===== config.mk =====
export PLATFORM = sky130hd
export DESIGN_NAME = robertson_useq_flat
export DESIGN_NICKNAME = d
export VERILOG_FILES = /design/src/rtl/robertson_useq_if.sv /design/src/rtl/robertson_useq.sv /design/src/flat_wrapper.sv
export SDC_FILE = /design/constraint.sdc
export NUM_CORES = 1
export LEC_CHECK = 0
export BUFFER_PORTS_ARGS = -buffer_cell sky130_fd_sc_hd__buf_2
export CORE_AREA = 2 2 39 41
export CTS_CLUSTER_SIZE = 12
export DETAILED_ROUTE_END_ITERATION = 7
export DIE_AREA = 0 0 41 43
export PLACE_DENSITY = 0.74
export REMOVE_ABC_BUFFERS = 1
export SYNTH_ARGS = -nofsm -noshare
export SYNTH_HDL_FRONTEND = slang
export SYNTH_SLANG_ARGS = --single-unit

===== constraint.sdc =====
create_clock -name clk -period 1.5 [get_ports clk]
set_clock_uncertainty 0.15 [all_clocks]
set_input_delay 0.075 -clock clk [delete_from_list [all_inputs] [get_ports clk]]
set_output_delay 0.075 -clock clk [all_outputs]
set_load 0.1 [all_outputs]

===== src/rtl/robertson_useq_if.sv =====
// Host/datapath-facing signal bundle for the Robertson multiplier microsequencer.
interface robertson_useq_if;
  logic       start;
  logic       abort;
  logic       q0;
  logic       load_xy;
  logic       clr_a;
  logic       add_en;
  logic       sub_en;
  logic       shift_en;
  logic       busy;
  logic       done;
  logic [4:0] upc;

  // Host and datapath side: drives requests and Q[0], observes strobes.
  modport master (
    output start, abort, q0,
    input  load_xy, clr_a, add_en, sub_en, shift_en, busy, done, upc
  );

  // Sequencer side.
  modport slave (
    input  start, abort, q0,
    output load_xy, clr_a, add_en, sub_en, shift_en, busy, done, upc
  );
endinterface


===== src/rtl/robertson_useq.sv =====
// Microsequencer for a Robertson signed multiplier: 5-bit micro-PC plus
// iteration counter, Moore-decoded into A/Q/X datapath strobes.
module robertson_useq #(
  parameter int WIDTH = 8
) (
  input  logic             clk,
  input  logic             reset,
  robertson_useq_if.slave  bus
);

  localparam int CNT_W = $clog2(WIDTH);

  typedef enum logic [4:0] {
    UPC_IDLE   = 5'd0,
    UPC_INIT   = 5'd1,
    UPC_TEST   = 5'd2,
    UPC_ADD    = 5'd3,
    UPC_SHIFT  = 5'd4,
    UPC_LTEST  = 5'd5,
    UPC_SUB    = 5'd6,
    UPC_LSHIFT = 5'd7,
    UPC_DONE   = 5'd8
  } upc_e;

  upc_e             upc_q, upc_d;
  logic [CNT_W-1:0] cnt_q, cnt_d;

  // Micro-PC and iteration counter registers.
  always_ff @(posedge clk or posedge reset) begin
    if (reset) begin
      upc_q <= UPC_IDLE;
      cnt_q <= '0;
    end else begin
      upc_q <= upc_d;
      cnt_q <= cnt_d;
    end
  end

  // Next micro-address and counter update; abort overrides every branch.
  always_comb begin
    upc_d = UPC_IDLE;
    cnt_d = cnt_q;
    case (upc_q)
      UPC_IDLE:   upc_d = bus.start ? UPC_INIT : UPC_IDLE;
      UPC_INIT: begin
        upc_d = UPC_TEST;
        cnt_d = CNT_W'(WIDTH - 1);
      end
      UPC_TEST:   upc_d = bus.q0 ? UPC_ADD : UPC_SHIFT;
      UPC_ADD:    upc_d = UPC_SHIFT;
      UPC_SHIFT: begin
        // Compare uses the count before this shift's decrement.
        upc_d = (cnt_q == CNT_W'(1)) ? UPC_LTEST : UPC_TEST;
        cnt_d = cnt_q - CNT_W'(1);
      end
      UPC_LTEST:  upc_d = bus.q0 ? UPC_SUB : UPC_LSHIFT;
      UPC_SUB:    upc_d = UPC_LSHIFT;
      UPC_LSHIFT: upc_d = UPC_DONE;
      UPC_DONE:   upc_d = UPC_IDLE;
      default:    upc_d = UPC_IDLE;
    endcase
    if (bus.abort) upc_d = UPC_IDLE;
  end

  // Moore decode of the micro-word into datapath strobes and status.
  always_comb begin
    bus.load_xy  = 1'b0;
    bus.clr_a    = 1'b0;
    bus.add_en   = 1'b0;
    bus.sub_en   = 1'b0;
    bus.shift_en = 1'b0;
    bus.done     = 1'b0;
    bus.busy     = (upc_q != UPC_IDLE);
    bus.upc      = upc_q;
    case (upc_q)
      UPC_INIT: begin
        bus.load_xy = 1'b1;
        bus.clr_a   = 1'b1;
      end
      UPC_ADD:    bus.add_en   = 1'b1;
      UPC_SHIFT:  bus.shift_en = 1'b1;
      UPC_SUB:    bus.sub_en   = 1'b1;
      UPC_LSHIFT: bus.shift_en = 1'b1;
      UPC_DONE:   bus.done     = 1'b1;
      default: ;
    endcase
  end

endmodule


===== src/flat_wrapper.sv =====
// flat-port wrapper written by rule: the top's interface ports become plain ports
module robertson_useq_flat 
#(
  parameter int WIDTH = 8
)
  (clk, reset, bus_start, bus_abort, bus_q0, bus_load_xy, bus_clr_a, bus_add_en, bus_sub_en, bus_shift_en, bus_busy, bus_done, bus_upc);
  robertson_useq_if bus_i ();
  input  logic clk;
  input  logic reset;
  input wire logic [$bits(bus_i.start)-1:0] bus_start;
  input wire logic [$bits(bus_i.abort)-1:0] bus_abort;
  input wire logic [$bits(bus_i.q0)-1:0] bus_q0;
  output wire logic [$bits(bus_i.load_xy)-1:0] bus_load_xy;
  output wire logic [$bits(bus_i.clr_a)-1:0] bus_clr_a;
  output wire logic [$bits(bus_i.add_en)-1:0] bus_add_en;
  output wire logic [$bits(bus_i.sub_en)-1:0] bus_sub_en;
  output wire logic [$bits(bus_i.shift_en)-1:0] bus_shift_en;
  output wire logic [$bits(bus_i.busy)-1:0] bus_busy;
  output wire logic [$bits(bus_i.done)-1:0] bus_done;
  output wire logic [$bits(bus_i.upc)-1:0] bus_upc;
  assign bus_i.start = bus_start;
  assign bus_i.abort = bus_abort;
  assign bus_i.q0 = bus_q0;
  assign bus_load_xy = bus_i.load_xy;
  assign bus_clr_a = bus_i.clr_a;
  assign bus_add_en = bus_i.add_en;
  assign bus_sub_en = bus_i.sub_en;
  assign bus_shift_en = bus_i.shift_en;
  assign bus_busy = bus_i.busy;
  assign bus_done = bus_i.done;
  assign bus_upc = bus_i.upc;
  robertson_useq #(.WIDTH(WIDTH)) u_core (.clk(clk), .reset(reset), .bus(bus_i));
endmodule

Word-level counts from Yosys, hierarchy flattened:

Cells that the tools add are included.

* register bits after elaboration: 8
* input bits: 5
* output and inout port bits: 12
* logic and storage cells: 28

* add/sub/neg operators: 1
* equality and inequality tests: 9
* muxes and demuxes: 12
* reduce and logical (&&, ||, !) cells: 4

Operators with widths (count)
* case mux 5 bit (8 select lines): 1
* equality test 5 x 3 -> 1 bit, second input constant: 4
* equality test 5 x 2 -> 1 bit, second input constant: 2
* two-way mux 1 bit: 7
* two-way mux 3 bit: 2
* case mux 3 bit (2 select lines): 1
* equality test 5 x 1 -> 1 bit, second input constant: 1
* equality test 5 x 4 -> 1 bit, second input constant: 1
* zero test 5 bit: 1
* two-way mux 5 bit: 1
* nonzero test 5 bit: 1
* equality test 3 x 1 -> 1 bit, second input constant: 1
* subtractor 3 x 1 -> 3 bit, second input constant: 1
* nonzero test 2 bit: 1
* OR reduction 2 bit: 1

Depth between registers and ports, before layout:

* depth after elaboration: 4
* mapped depth: 5
* gate-level depth less buffers: 5

Worst setup path after synthesis:

OpenSTA, ideal clock, no wires.

* kind: register to output
* start: reg u_core.upc_q[3] (netlist: u_core.bus.upc[3])
* end: out bus_done
* arrival: 4346 ps
* data required time: 1275 ps
* path slack: -3071 ps
* cell stages (with the launch flop): 3
* buffers on the path: 1
* path through: dfrtp_1 clkbuf_2 nor4b_1

* word-level cells in the longest chain between the ends: 2

Ends and longest elaborated chain
* start: declaration: RTL line robertson_useq.sv:25 `upc_e upc_q, upc_d;`
* start signal: assignment: RTL line robertson_useq.sv:34 `upc_q <= upc_d;`
* equality test 5 x 4 -> 1 bit: RTL line robertson_useq.sv:75 `case (upc_q)`
* two-way mux 1 bit: RTL line robertson_useq.sv:75
* end: declaration: RTL line flat_wrapper.sv:19 `output wire logic [$bits(bus_i.done)-1:0] bus_done;`

No other way between the ends.

Worst setup path after layout:

* start: reg u_core.upc_q[1] (netlist: u_core.bus.upc[1])
* end: out bus_clr_a

* word-level cells in the longest chain between the ends: 2

Ends and longest elaborated chain
* equality test 5 x 1 -> 1 bit: RTL line robertson_useq.sv:75
* two-way mux 1 bit: RTL line robertson_useq.sv:75
* end: declaration: RTL line flat_wrapper.sv:14 `output wire logic [$bits(bus_i.clr_a)-1:0] bus_clr_a;`

No other way between the ends.

==> out/metrics.yaml <==
violations: "negative setup slack"
ios: 17
setup_viol: 8
maxSlewViolCount: 0
required_ns: 1.27
synth.yosys.seq_area_share: 0.336
synth_area_leaders: "dfrtp_1, nor2_1, ha_1"
min_from: "bus_q0"
drtPass1Iterations: 4
clock-sinks: 7
start_util: 0.377
timing.rr.start: "u_core.bus.upc[1]"
cp_slowest_cell: "dfrtp_2"
yosysTopAreaCell: "dfrtp_1"
cp-start-kind: "register"
stdcell_count: 104
grt_pass1_vias: 505
period_needed_ns: 1.68
status: "finished, violations left"
viasPerCell: 5.34
holdWs_ns: 0.0382
nFillCells: 103
antenna_left: 0
grt_pass1_wl_um: 2040
fin_nets: 96
cp_cell_sequence: "nand2b_1, nor3_2, buf_4, buf_12"
dp_cells: 97
ys.flop_type: "dfrtp_1"
hpwl_um: 970
synth.top_cell.area_share: 0.336
coreArea_mm2: 0.00138
yosysWarnings: 0
cts_tree: "done"
slowest_delay_ns: 0.46
route.detailed.drc: 0
netlist_area_um2: 522
hold_class: "in2reg"
endpoint_kind: "output pin"
antenna_found_initial: 0
die_area_mm2: 0.00176
htree_levels: 1
wl_um: 1330
synth_cell_types: 30
r2r_slack_ns: -0.07
clk_latency_ns: 0.25
grt_setup_unrepaired: "yes"
synth_common_cells: "dfrtp_1, nor2_1, inv_1, nor3_1, buf_2"
drt_iter0_drc: 22
portBuffers: 15
numCtsBuffers: 3
overflow: 0
ys_ff_latch: 7
cts.reportedPaths.clkPinSlew_ns: 0.05
synthArstFlopShare: 1.00
crit_type: "reg2out"
cp_max_fo: 8
synth_edf_count: 0
p_per_area_mw_per_mm2: 845
r2r_cells: 4
wl_per_cell_um: 12.8
track_usage: 0.175
holdPathEnd: "u_core.bus.upc[0]"
vdd_drop_max_mv: 0.513
grt_max_degree: 10
r2r_end: "u_core.bus.upc[0]"
antenna_cells: 0
path_buf_inv: 2
hold_viol: 0
drive_gt1_frac: 0.420
syn_to_final_growth_pct: 69.8
gp_congestion: 0.779
max_freq_mhz: 595
maxCapViolations: 0
clockRootBuffer: "clkbuf_4"
cp.arrival_ns: 1.46
die_y_um: 43
layout_setup_ws_ns: -0.182
die_width_um: 41
synthCells: 64
crit_family: "flip-flops"
hold_depth: 3
finalCritPeriodShare: 1.12
cts_buffer_depth: 2
syn_avg_cell_area_um2: 8.15
fp-row-count: 14
vias: 555
p_leak_uw: 0.000402
==> worst max path at each step <==
stage / start / endpoint / cells past startpoint
2_1_floorplan: u_core.bus.upc[0] / bus_clr_a / 2
3_3_place_gp: u_core.bus.upc[1] / bus_busy / 2
6_report: u_core.bus.upc[1] / bus_clr_a / 4
3_5_place_dp: u_core.bus.upc[1] / bus_busy / 2
5_1_grt: u_core.bus.upc[1] / bus_load_xy / 4
4_1_cts: u_core.bus.upc[0] / bus_done / 4
==> repair_timing <==
item / CTS / global route
endpoints found under the hold margin: 10 / 0
setup buffers: 1 / 0
gates resized for setup: 11 / 4
pin swaps: 0 / 1
hold buffers: 2 / 0
endpoints found under the setup margin: 8 / 11
==> power by group <==
part,switching [µW],leakage (µW),internal (µW)
sequential,25.4,0.0000770,208
clock,70.1,0.0000150,102
combinational,210,0.000311,134
total,305,0.000402,443
==> worst register-to-register path, stage by stage (launching register included) <==
cell and delay [ns]:
dfrtp_2 0.46, buf_4 0.16, mux2i_1 0.10, or3_1 0.33, a311oi_2 0.27
==> cells by family (layout without fill, tap and decap cells) <==
logic type | after synthesis | after routing | synth area share
compound gates | 13 | 13 | 0.177
other cells | 1 | 1 | 0.00719
mux | 1 | 1 | 0.0192
fa+ha+maj | 2 | 2 | 0.0480
flops | 7 | 7 | 0.336
buf+inv | 12 | 36 | 0.113
simple gates | 28 | 28 | 0.300
==> cell type report <==
class	instances	area, µm²	area share
clock buffers	4	26.3	0.0297
multi-input cells	45	315	0.356
flip-flops and latches	7	179	0.202
inverters	5	18.8	0.0212
well taps	16	20.0	0.0226
repair buffers	27	327	0.369
==> flip-flops by register name, indices dropped and copies added (netlist names) <==
| register | flops |
|---|---|
| u_core.cnt_q | 3 |
| u_core.bus.upc | 4 |
==> through the flow <==
step	instance area (µm²)	setup slack, ns	util	total power (µW)	setup TNS (ns)
after CTS	870	-0.161	0.628	752	-0.905
after detailed placement	779	0.00287	0.563	543	0
after floorplan	482	-4.04	-	437	-18.65
after global placement	779	0.0320	0.563	535	0
after global routing	886	-0.305	0.640	798	-1.61
final	886	-0.182	0.640	749	-0.929
==> layout by cell type (no fill, tap or decap), types with 3 or more instances in the layout <==
master    netlist  routed
buf_12          0      10
buf_4           2       9
a21oi_1         3       3
nand2b_1        3       3
nor2_1          7       6
dfrtp_1         7       4
buf_2           4       4
inv_1           5       5
clkbuf_4        0       4
nor3_1          5       4
dfrtp_2         0       3
==> layer usage <==
layer	up-vias	GRT usage	wire [µm]
met3	2	0.0471	56
met5	-	0	0
met4	0	0.100	6
met2	18	0.272	711
met1	270	0.205	553
li1	265	-	-
Power figures use the tool's default switching activity.
